--- config.mk ---
export PLATFORM = sky130hd
export DESIGN_NAME = alu_issue_stage_flat
export DESIGN_NICKNAME = d
export VERILOG_FILES = /design/src/rtl/alu_issue_stage_pkg.sv /design/src/rtl/alu_issue_stage_if.sv /design/src/rtl/alu_issue_stage_control.sv /design/src/rtl/alu_issue_stage.sv /design/src/flat_wrapper.sv
export SDC_FILE = /design/constraint.sdc
export NUM_CORES = 1
export LEC_CHECK = 0
export BUFFER_PORTS_ARGS = -buffer_cell sky130_fd_sc_hd__buf_4
export CAP_MARGIN = 5
export CORE_MARGIN = 10
export CORE_UTILIZATION = 40
export DETAILED_ROUTE_END_ITERATION = 10
export GPL_ROUTABILITY_DRIVEN = 1
export GPL_TIMING_DRIVEN = 0
export HOLD_SLACK_MARGIN = 0.03
export RECOVER_POWER = 25
export SYNTH_ARGS = -nofsm -noshare
export SYNTH_HDL_FRONTEND = slang
export SYNTH_SLANG_ARGS = --single-unit
--- constraint.sdc ---
create_clock -name clk -period 14.2 [get_ports clk]
set_input_delay 0.71 -clock clk [delete_from_list [all_inputs] [get_ports clk]]
set_output_delay 0.71 -clock clk [all_outputs]
set_load 0.02 [all_outputs]
--- src/rtl/alu_issue_stage_pkg.sv ---
// Shared ALU encodings: aluControl codes, ALUOp classes and funct3 values.
// Imported by the issue stage and by the reusable alu_control decoder.
package alu_defs;

   localparam logic [3:0] ALU_AND = 4'b0000;
   localparam logic [3:0] ALU_OR  = 4'b0001;
   localparam logic [3:0] ALU_ADD = 4'b0010;
   localparam logic [3:0] ALU_SUB = 4'b0110;
   localparam logic [3:0] ALU_BAD = 4'b1111;

   localparam logic [1:0] ALUOP_MEM = 2'b00;
   localparam logic [1:0] ALUOP_BR  = 2'b01;
   localparam logic [1:0] ALUOP_R   = 2'b10;
   localparam logic [1:0] ALUOP_I   = 2'b11;

   localparam logic [2:0] F3_ADD = 3'b000;
   localparam logic [2:0] F3_OR  = 3'b110;
   localparam logic [2:0] F3_AND = 3'b111;

endpackage

--- src/rtl/alu_issue_stage_if.sv ---
// Decode-side and EX-side bundle of the ALU issue stage.
// master = decode/EX environment, slave = the issue stage itself.
interface alu_issue_stage_if #(
   parameter int XLEN       = 64,
   parameter int REG_ADDR_W = 5
);
   logic                  flush;
   logic                  in_valid;
   logic                  in_ready;
   logic [XLEN-1:0]       rs1_data;
   logic [XLEN-1:0]       rs2_data;
   logic [XLEN-1:0]       imm;
   logic                  alu_src;
   logic [1:0]            alu_op;
   logic [2:0]            funct3;
   logic                  funct7_b5;
   logic [REG_ADDR_W-1:0] rd;
   logic                  reg_write;
   logic                  mem_read;
   logic                  mem_write;
   logic                  mem_to_reg;
   logic                  branch;
   logic                  out_valid;
   logic                  out_ready;
   logic [XLEN-1:0]       X;
   logic [XLEN-1:0]       Y;
   logic [3:0]            aluControl;
   logic [XLEN-1:0]       store_data;
   logic [REG_ADDR_W-1:0] rd_o;
   logic                  reg_write_o;
   logic                  mem_read_o;
   logic                  mem_write_o;
   logic                  mem_to_reg_o;
   logic                  branch_o;
   logic                  illegal;
   logic [31:0]           issue_cnt;
   logic [31:0]           stall_cnt;

   modport master (
      output flush, in_valid, rs1_data, rs2_data, imm, alu_src,
             alu_op, funct3, funct7_b5, rd, reg_write, mem_read,
             mem_write, mem_to_reg, branch, out_ready,
      input  in_ready, out_valid, X, Y, aluControl, store_data,
             rd_o, reg_write_o, mem_read_o, mem_write_o,
             mem_to_reg_o, branch_o, illegal, issue_cnt, stall_cnt
   );

   modport slave (
      input  flush, in_valid, rs1_data, rs2_data, imm, alu_src,
             alu_op, funct3, funct7_b5, rd, reg_write, mem_read,
             mem_write, mem_to_reg, branch, out_ready,
      output in_ready, out_valid, X, Y, aluControl, store_data,
             rd_o, reg_write_o, mem_read_o, mem_write_o,
             mem_to_reg_o, branch_o, illegal, issue_cnt, stall_cnt
   );

endinterface

--- src/rtl/alu_issue_stage_control.sv ---
// Combinational ALU function decode: (alu_op, funct3, funct7_b5) -> code.
// Unsupported encodings yield ALU_BAD with illegal set.
module alu_control
   import alu_defs::*;
(
   input  logic [1:0] alu_op,
   input  logic [2:0] funct3,
   input  logic       funct7_b5,
   output logic [3:0] alu_ctrl,
   output logic       illegal
);

   always_comb begin
      alu_ctrl = ALU_BAD;
      illegal  = 1'b1;
      unique case (alu_op)
         ALUOP_MEM: begin
            alu_ctrl = ALU_ADD;
            illegal  = 1'b0;
         end
         ALUOP_BR: begin
            alu_ctrl = ALU_SUB;
            illegal  = 1'b0;
         end
         ALUOP_R: begin
            case (funct3)
               F3_ADD: begin
                  alu_ctrl = funct7_b5 ? ALU_SUB : ALU_ADD;
                  illegal  = 1'b0;
               end
               F3_AND: begin
                  alu_ctrl = ALU_AND;
                  illegal  = 1'b0;
               end
               F3_OR: begin
                  alu_ctrl = ALU_OR;
                  illegal  = 1'b0;
               end
               default: ;
            endcase
         end
         ALUOP_I: begin
            // no SUBI in RV64I, so bit 30 is part of the immediate here
            case (funct3)
               F3_ADD: begin
                  alu_ctrl = ALU_ADD;
                  illegal  = 1'b0;
               end
               F3_AND: begin
                  alu_ctrl = ALU_AND;
                  illegal  = 1'b0;
               end
               F3_OR: begin
                  alu_ctrl = ALU_OR;
                  illegal  = 1'b0;
               end
               default: ;
            endcase
         end
      endcase
   end

endmodule

--- src/rtl/alu_issue_stage.sv ---
// ID/EX issue stage: operand/aluControl formation into a 2-entry skid buffer.
// Define ALU_ISSUE_PERF_EN to build the issue/stall performance counters.
module alu_issue_stage
   import alu_defs::*;
#(
   parameter int XLEN       = 64,
   parameter int REG_ADDR_W = 5
) (
   input  logic                clk,
   input  logic                rst,
   alu_issue_stage_if.slave    bus
);

   typedef struct packed {
      logic [XLEN-1:0]       x;
      logic [XLEN-1:0]       y;
      logic [XLEN-1:0]       store_data;
      logic [3:0]            ctrl;
      logic                  illegal;
      logic [REG_ADDR_W-1:0] rd;
      logic                  reg_write;
      logic                  mem_read;
      logic                  mem_write;
      logic                  mem_to_reg;
      logic                  branch;
   } entry_t;

   entry_t in_entry;
   entry_t out_q, out_d;
   entry_t skid_q, skid_d;
   logic   out_valid_q, out_valid_d;
   logic   skid_valid_q, skid_valid_d;
   logic   [3:0] dec_ctrl;
   logic   dec_illegal;
   logic   accept;
   logic   out_free;

   alu_control u_alu_control (
      .alu_op    (bus.alu_op),
      .funct3    (bus.funct3),
      .funct7_b5 (bus.funct7_b5),
      .alu_ctrl  (dec_ctrl),
      .illegal   (dec_illegal)
   );

   always_comb begin
      in_entry            = '0;
      in_entry.x          = bus.rs1_data;
      in_entry.y          = bus.alu_src ? bus.imm : bus.rs2_data;
      in_entry.store_data = bus.rs2_data;
      in_entry.ctrl       = dec_ctrl;
      in_entry.illegal    = dec_illegal;
      in_entry.rd         = bus.rd;
      in_entry.reg_write  = bus.reg_write & ~dec_illegal;
      in_entry.mem_read   = bus.mem_read;
      in_entry.mem_write  = bus.mem_write;
      in_entry.mem_to_reg = bus.mem_to_reg;
      in_entry.branch     = bus.branch;
   end

   // ready depends only on the skid flop (and reset), never on out_ready
   assign bus.in_ready = ~skid_valid_q & ~rst;
   assign accept       = bus.in_valid & bus.in_ready & ~bus.flush;
   assign out_free     = ~out_valid_q | bus.out_ready;

   always_comb begin
      out_d        = out_q;
      out_valid_d  = out_valid_q;
      skid_d       = skid_q;
      skid_valid_d = skid_valid_q;
      if (bus.flush) begin
         out_valid_d  = 1'b0;
         skid_valid_d = 1'b0;
      end else if (out_free) begin
         if (skid_valid_q) begin
            out_d        = skid_q;
            out_valid_d  = 1'b1;
            skid_valid_d = accept;
            if (accept) skid_d = in_entry;
         end else begin
            out_valid_d = accept;
            if (accept) out_d = in_entry;
         end
      end else if (accept) begin
         skid_d       = in_entry;
         skid_valid_d = 1'b1;
      end
   end

   always_ff @(posedge clk or posedge rst) begin
      if (rst) begin
         out_q        <= '0;
         out_valid_q  <= 1'b0;
         skid_q       <= '0;
         skid_valid_q <= 1'b0;
      end else begin
         out_q        <= out_d;
         out_valid_q  <= out_valid_d;
         skid_q       <= skid_d;
         skid_valid_q <= skid_valid_d;
      end
   end

   assign bus.out_valid    = out_valid_q;
   assign bus.X            = out_q.x;
   assign bus.Y            = out_q.y;
   assign bus.store_data   = out_q.store_data;
   assign bus.aluControl   = out_q.ctrl;
   assign bus.illegal      = out_q.illegal;
   assign bus.rd_o         = out_q.rd;
   assign bus.reg_write_o  = out_q.reg_write;
   assign bus.mem_read_o   = out_q.mem_read;
   assign bus.mem_write_o  = out_q.mem_write;
   assign bus.mem_to_reg_o = out_q.mem_to_reg;
   assign bus.branch_o     = out_q.branch;

`ifdef ALU_ISSUE_PERF_EN
   logic [31:0] issue_cnt_q, issue_cnt_d;
   logic [31:0] stall_cnt_q, stall_cnt_d;

   always_comb begin
      issue_cnt_d = issue_cnt_q;
      stall_cnt_d = stall_cnt_q;
      if (out_valid_q & bus.out_ready) issue_cnt_d = issue_cnt_q + 32'd1;
      if (out_valid_q & ~bus.out_ready) stall_cnt_d = stall_cnt_q + 32'd1;
   end

   always_ff @(posedge clk or posedge rst) begin
      if (rst) begin
         issue_cnt_q <= '0;
         stall_cnt_q <= '0;
      end else begin
         issue_cnt_q <= issue_cnt_d;
         stall_cnt_q <= stall_cnt_d;
      end
   end

   assign bus.issue_cnt = issue_cnt_q;
   assign bus.stall_cnt = stall_cnt_q;
`else
   assign bus.issue_cnt = 32'd0;
   assign bus.stall_cnt = 32'd0;
`endif

endmodule

--- src/flat_wrapper.sv ---
// flat-port wrapper written by rule: the top's interface ports become plain ports
module alu_issue_stage_flat import alu_defs::*;
#(
   parameter int XLEN       = 64,
   parameter int REG_ADDR_W = 5
)
  (clk, rst, bus_flush, bus_in_valid, bus_rs1_data, bus_rs2_data, bus_imm, bus_alu_src, bus_alu_op, bus_funct3, bus_funct7_b5, bus_rd, bus_reg_write, bus_mem_read, bus_mem_write, bus_mem_to_reg, bus_branch, bus_out_ready, bus_in_ready, bus_out_valid, bus_X, bus_Y, bus_aluControl, bus_store_data, bus_rd_o, bus_reg_write_o, bus_mem_read_o, bus_mem_write_o, bus_mem_to_reg_o, bus_branch_o, bus_illegal, bus_issue_cnt, bus_stall_cnt);
  alu_issue_stage_if #(.XLEN(XLEN), .REG_ADDR_W(REG_ADDR_W)) bus_i ();
  input  logic clk;
  input  logic rst;
  input wire logic [$bits(bus_i.flush)-1:0] bus_flush;
  input wire logic [$bits(bus_i.in_valid)-1:0] bus_in_valid;
  input wire logic [$bits(bus_i.rs1_data)-1:0] bus_rs1_data;
  input wire logic [$bits(bus_i.rs2_data)-1:0] bus_rs2_data;
  input wire logic [$bits(bus_i.imm)-1:0] bus_imm;
  input wire logic [$bits(bus_i.alu_src)-1:0] bus_alu_src;
  input wire logic [$bits(bus_i.alu_op)-1:0] bus_alu_op;
  input wire logic [$bits(bus_i.funct3)-1:0] bus_funct3;
  input wire logic [$bits(bus_i.funct7_b5)-1:0] bus_funct7_b5;
  input wire logic [$bits(bus_i.rd)-1:0] bus_rd;
  input wire logic [$bits(bus_i.reg_write)-1:0] bus_reg_write;
  input wire logic [$bits(bus_i.mem_read)-1:0] bus_mem_read;
  input wire logic [$bits(bus_i.mem_write)-1:0] bus_mem_write;
  input wire logic [$bits(bus_i.mem_to_reg)-1:0] bus_mem_to_reg;
  input wire logic [$bits(bus_i.branch)-1:0] bus_branch;
  input wire logic [$bits(bus_i.out_ready)-1:0] bus_out_ready;
  output wire logic [$bits(bus_i.in_ready)-1:0] bus_in_ready;
  output wire logic [$bits(bus_i.out_valid)-1:0] bus_out_valid;
  output wire logic [$bits(bus_i.X)-1:0] bus_X;
  output wire logic [$bits(bus_i.Y)-1:0] bus_Y;
  output wire logic [$bits(bus_i.aluControl)-1:0] bus_aluControl;
  output wire logic [$bits(bus_i.store_data)-1:0] bus_store_data;
  output wire logic [$bits(bus_i.rd_o)-1:0] bus_rd_o;
  output wire logic [$bits(bus_i.reg_write_o)-1:0] bus_reg_write_o;
  output wire logic [$bits(bus_i.mem_read_o)-1:0] bus_mem_read_o;
  output wire logic [$bits(bus_i.mem_write_o)-1:0] bus_mem_write_o;
  output wire logic [$bits(bus_i.mem_to_reg_o)-1:0] bus_mem_to_reg_o;
  output wire logic [$bits(bus_i.branch_o)-1:0] bus_branch_o;
  output wire logic [$bits(bus_i.illegal)-1:0] bus_illegal;
  output wire logic [$bits(bus_i.issue_cnt)-1:0] bus_issue_cnt;
  output wire logic [$bits(bus_i.stall_cnt)-1:0] bus_stall_cnt;
  assign bus_i.flush = bus_flush;
  assign bus_i.in_valid = bus_in_valid;
  assign bus_i.rs1_data = bus_rs1_data;
  assign bus_i.rs2_data = bus_rs2_data;
  assign bus_i.imm = bus_imm;
  assign bus_i.alu_src = bus_alu_src;
  assign bus_i.alu_op = bus_alu_op;
  assign bus_i.funct3 = bus_funct3;
  assign bus_i.funct7_b5 = bus_funct7_b5;
  assign bus_i.rd = bus_rd;
  assign bus_i.reg_write = bus_reg_write;
  assign bus_i.mem_read = bus_mem_read;
  assign bus_i.mem_write = bus_mem_write;
  assign bus_i.mem_to_reg = bus_mem_to_reg;
  assign bus_i.branch = bus_branch;
  assign bus_i.out_ready = bus_out_ready;
  assign bus_in_ready = bus_i.in_ready;
  assign bus_out_valid = bus_i.out_valid;
  assign bus_X = bus_i.X;
  assign bus_Y = bus_i.Y;
  assign bus_aluControl = bus_i.aluControl;
  assign bus_store_data = bus_i.store_data;
  assign bus_rd_o = bus_i.rd_o;
  assign bus_reg_write_o = bus_i.reg_write_o;
  assign bus_mem_read_o = bus_i.mem_read_o;
  assign bus_mem_write_o = bus_i.mem_write_o;
  assign bus_mem_to_reg_o = bus_i.mem_to_reg_o;
  assign bus_branch_o = bus_i.branch_o;
  assign bus_illegal = bus_i.illegal;
  assign bus_issue_cnt = bus_i.issue_cnt;
  assign bus_stall_cnt = bus_i.stall_cnt;
  alu_issue_stage #(.XLEN(XLEN), .REG_ADDR_W(REG_ADDR_W)) u_core (.clk(clk), .rst(rst), .bus(bus_i));
endmodule
==> run metrics <==
initial antenna violation count 7; die height between 200 and 250 um; startpoint types input port; simple-gate portion of the synthesized area 1.82%; Crit. End Element async pin; Critical Path Fanout Max ~120; post-route antenna net violation count 0; clock share of power 33.4%; Hold Worst Slack slightly below 0.3 ns; DR pass1 iterations 7; Leak Pwr 13.0 nW; Max Cap Violations 1; later-pin clock latency in the skew report roughly 0.58 ns; Syn Inst Count 1410; Die X about 240 um; Synth area leaders dfrtp_1 (53%), mux2_2 (17%), mux2_4 (9.7%), mux2i_1 (6.6%), mux2_1 (3.7%); CORE AREA 48800 sq um; proportion of synthesized area in mux cells between 30% and 40%; Async SR Flop Fraction 100%; Reg power frac around 42%; RSZ-0062 raised after global routing false; Sw Ratio approximately 29%; CTS Sinks 416; routed length per instance approximately 22 um; postcts setup bufs 0; cell with the most instances after synthesis dfrtp_1; Psw between 0.001 and 0.0015 W; FF+latch count, synth around 420; CP Class in2async; number of global-route vias before repair 13.7k; clock skew around 0.023 ns; M3 GR Usage 6.25%; top cells by count, synth dfrtp_1 (416), mux2_2 (291), mux2i_1 (130), mux2_4 (128), inv_1 (71); I/O pin total slightly below 500; first-pass GRT wire length approximately 90000 um; Peak Freq between 0.2 and 0.3 GHz; area of the multi-input gates between 8000 and 9000 sq um; slowest cell on the critical path clkinvlp_2; DRT iter0 DRCs roughly 530; row count 81; Syn Area/Cell around 14 sq um; Arr. time, crit path 4.50 ns; library cells used by synthesis 32; Hold Path Class in2reg; internal power consumption ~0.0026 W; via count roughly 13k; failing checks max-capacitance violations, max-slew violations; post-layout util ~52%; Top FF cell, synth dfrtp_1; Synth Area in XOR/XNOR 0%; Yosys top cell area share between 50% and 60%; most numerous cell on the critical path buf_16; crit path cell chain clkbuf_1, clkinvlp_2, buf_16, buf_16; number of synthesized flops with an enable pin 0; GRT Resource Usage Total a little under a fifth; Nets between 2k and 2.5k; share of cells above drive strength 1 53.5%; Synth area leader dfrtp_1; largest family of logic cells by synthesized area multiplexers; grt total ovfl 0; Cell Area, Synth between 15000 and 20000 sq um; post-layout min period roughly 3.8 ns; pre-CTS setup slack approximately 12 ns; CTS Hold Bufs 0; grt met1 use 23.4%; H-tree Lvls 2; global routing's busiest layer met2; Layout fillers between 4k and 5k; Register Area about 10000 sq um; combinational power share between 20% and 30%; Final Setup Violations 0; largest net degree at the start of global routing 125; final wirelength 57200 um; clock-pin slew on the worst setup and hold paths about 0.060 ns; CTS max path bufs 3; final worst-path setup slack approximately 10 ns; setup_tns 0 ns; total power around 0.0037 W; CTS tree built; CP max stage delay between 2 and 3 ns; GPL Wtd Cong 0.792; drt via density roughly 4.7; Yosys Warn Count 0; slew margin rel. -216%; peak supply drop 0.000102 V; post-cts resize count 0; Remaining DRCs 0; Starting Density roughly 40%; Seq/Total Area, Yosys between 50% and 60%; Compound-Gate Fraction of Synth Area ~2.2%; met2 usage between 30% and 40%; die area approximately 60000 sq um; Slew @ Worst Pin around 4.7 ns; Final HPWL DP 43000 um; adder-cell share of the synthesized area 0%; fin. max-slew vios 100; TritonCTS Buffers 48; Clock Tree Root clkbuf_16; PwrDens ~140 nW/um^2; Area growth, synth to finish 29.7%; port buffer count ~420; Fin. Hold Viols 0; Worst Path Required roughly 15 ns; Tcrit/Tclk final 26.6%; status finished with violations
[kinds of logic (layout without fill, tap and decap cells)]
| family | after synthesis | in the layout |
|---|---|---|
| buf+inv | 220 | 729 |
| flops | 416 | 416 |
| simple gates | 84 | 84 |
| other cells | 1 | 68 |
| mux | 613 | 613 |
| compound gates | 76 | 76 |
[per-layer routing]
metal,vias to the layer above,share of wire [%]
met3,66,7.1
met4,6,1.8
met5,-,0.072
met1,6323,42
li1,5857,-
met2,300,49
[layout by cell type, fill, tap and decap left out, drive strengths merged, types with 2 or more instances in the layout]
| cell type | netlist | routed |
|---|---|---|
| nor3 | 2 | 2 |
| o21ai | 65 | 65 |
| mux2i | 130 | 130 |
| nor2b | 2 | 2 |
| inv | 71 | 73 |
| nand2b | 2 | 2 |
| clkinvlp | 0 | 2 |
| dfrtp | 416 | 416 |
| a32o | 3 | 3 |
| buf | 142 | 565 |
| nand2 | 67 | 67 |
| mux2 | 483 | 483 |
| clkbuf | 7 | 80 |
| diode | 0 | 4 |
| and3 | 3 | 3 |
| nand4 | 2 | 2 |
| a311o | 2 | 2 |
| clkinv | 0 | 8 |
| nor2 | 3 | 3 |
| conb | 1 | 64 |
[registers in the layout, summed over array words and instances, names as in the netlist]
register,count
u_core.bus.X,64
u_core.bus.Y,64
u_core.bus.aluControl,4
u_core.bus.branch_o,1
u_core.bus.illegal,1
u_core.bus.mem_read_o,1
u_core.bus.mem_to_reg_o,1
u_core.bus.mem_write_o,1
u_core.bus.out_valid,1
u_core.bus.rd_o,5
u_core.bus.reg_write_o,1
u_core.bus.store_data,64
u_core.skid_q,207
u_core.skid_valid_q,1
[power by group through the flow]
stage,combinational (W),sequential [W],clock [W]
after global routing,0.000950,0.00157,0.00130
after global placement,0.000888,0.00156,0
final,0.000889,0.00155,0.00122
after detailed placement,0.000904,0.00156,0
after CTS,0.000905,0.00155,0.00126
after floorplan,0.000357,0.00170,0
[cell type report]
type	count	share of cell area (%)
Antenna cell	4	0.0391
Buffer	149	4.12
Clock buffer	72	5.55
Clock inverter	13	0.503
Inverter	71	1.05
Multi-Input combinational cell	837	32.2
Sequential cell	416	40.6
Tap cell	664	3.24
Timing Repair Buffer	424	12.6
[per-stage QoR]
step	std cells	cell area [sq um]
after floorplan	1473	20000
after global placement	2558	24000
after detailed placement	2561	24100
after CTS	2646	25600
after global routing	2649	25600
final	2650	25600
[final timing paths]
path	from	to	slack (ns)	depth (start not counted)
max in group clk	u_core.skid_valid_q	bus_in_ready	11.03	6
worst min-delay path	bus_flush	u_core.bus.out_valid	0.29	2
worst max-delay path	rst	u_core.skid_q[191]	10.42	4
min in group asynchronous	rst	u_core.bus.store_data[39]	1.61	2
worst min register to register	u_core.skid_q[191]	u_core.skid_q[191]	0.48	1
worst max register to register	u_core.skid_valid_q	u_core.bus.store_data[5]	11.92	5
[worst max-delay path, delay by kind of cell]
family / cells / cell delay [ns]
buffers and inverters: 4 / 3.61
Note: power is estimated with default switching activity, not from simulation.
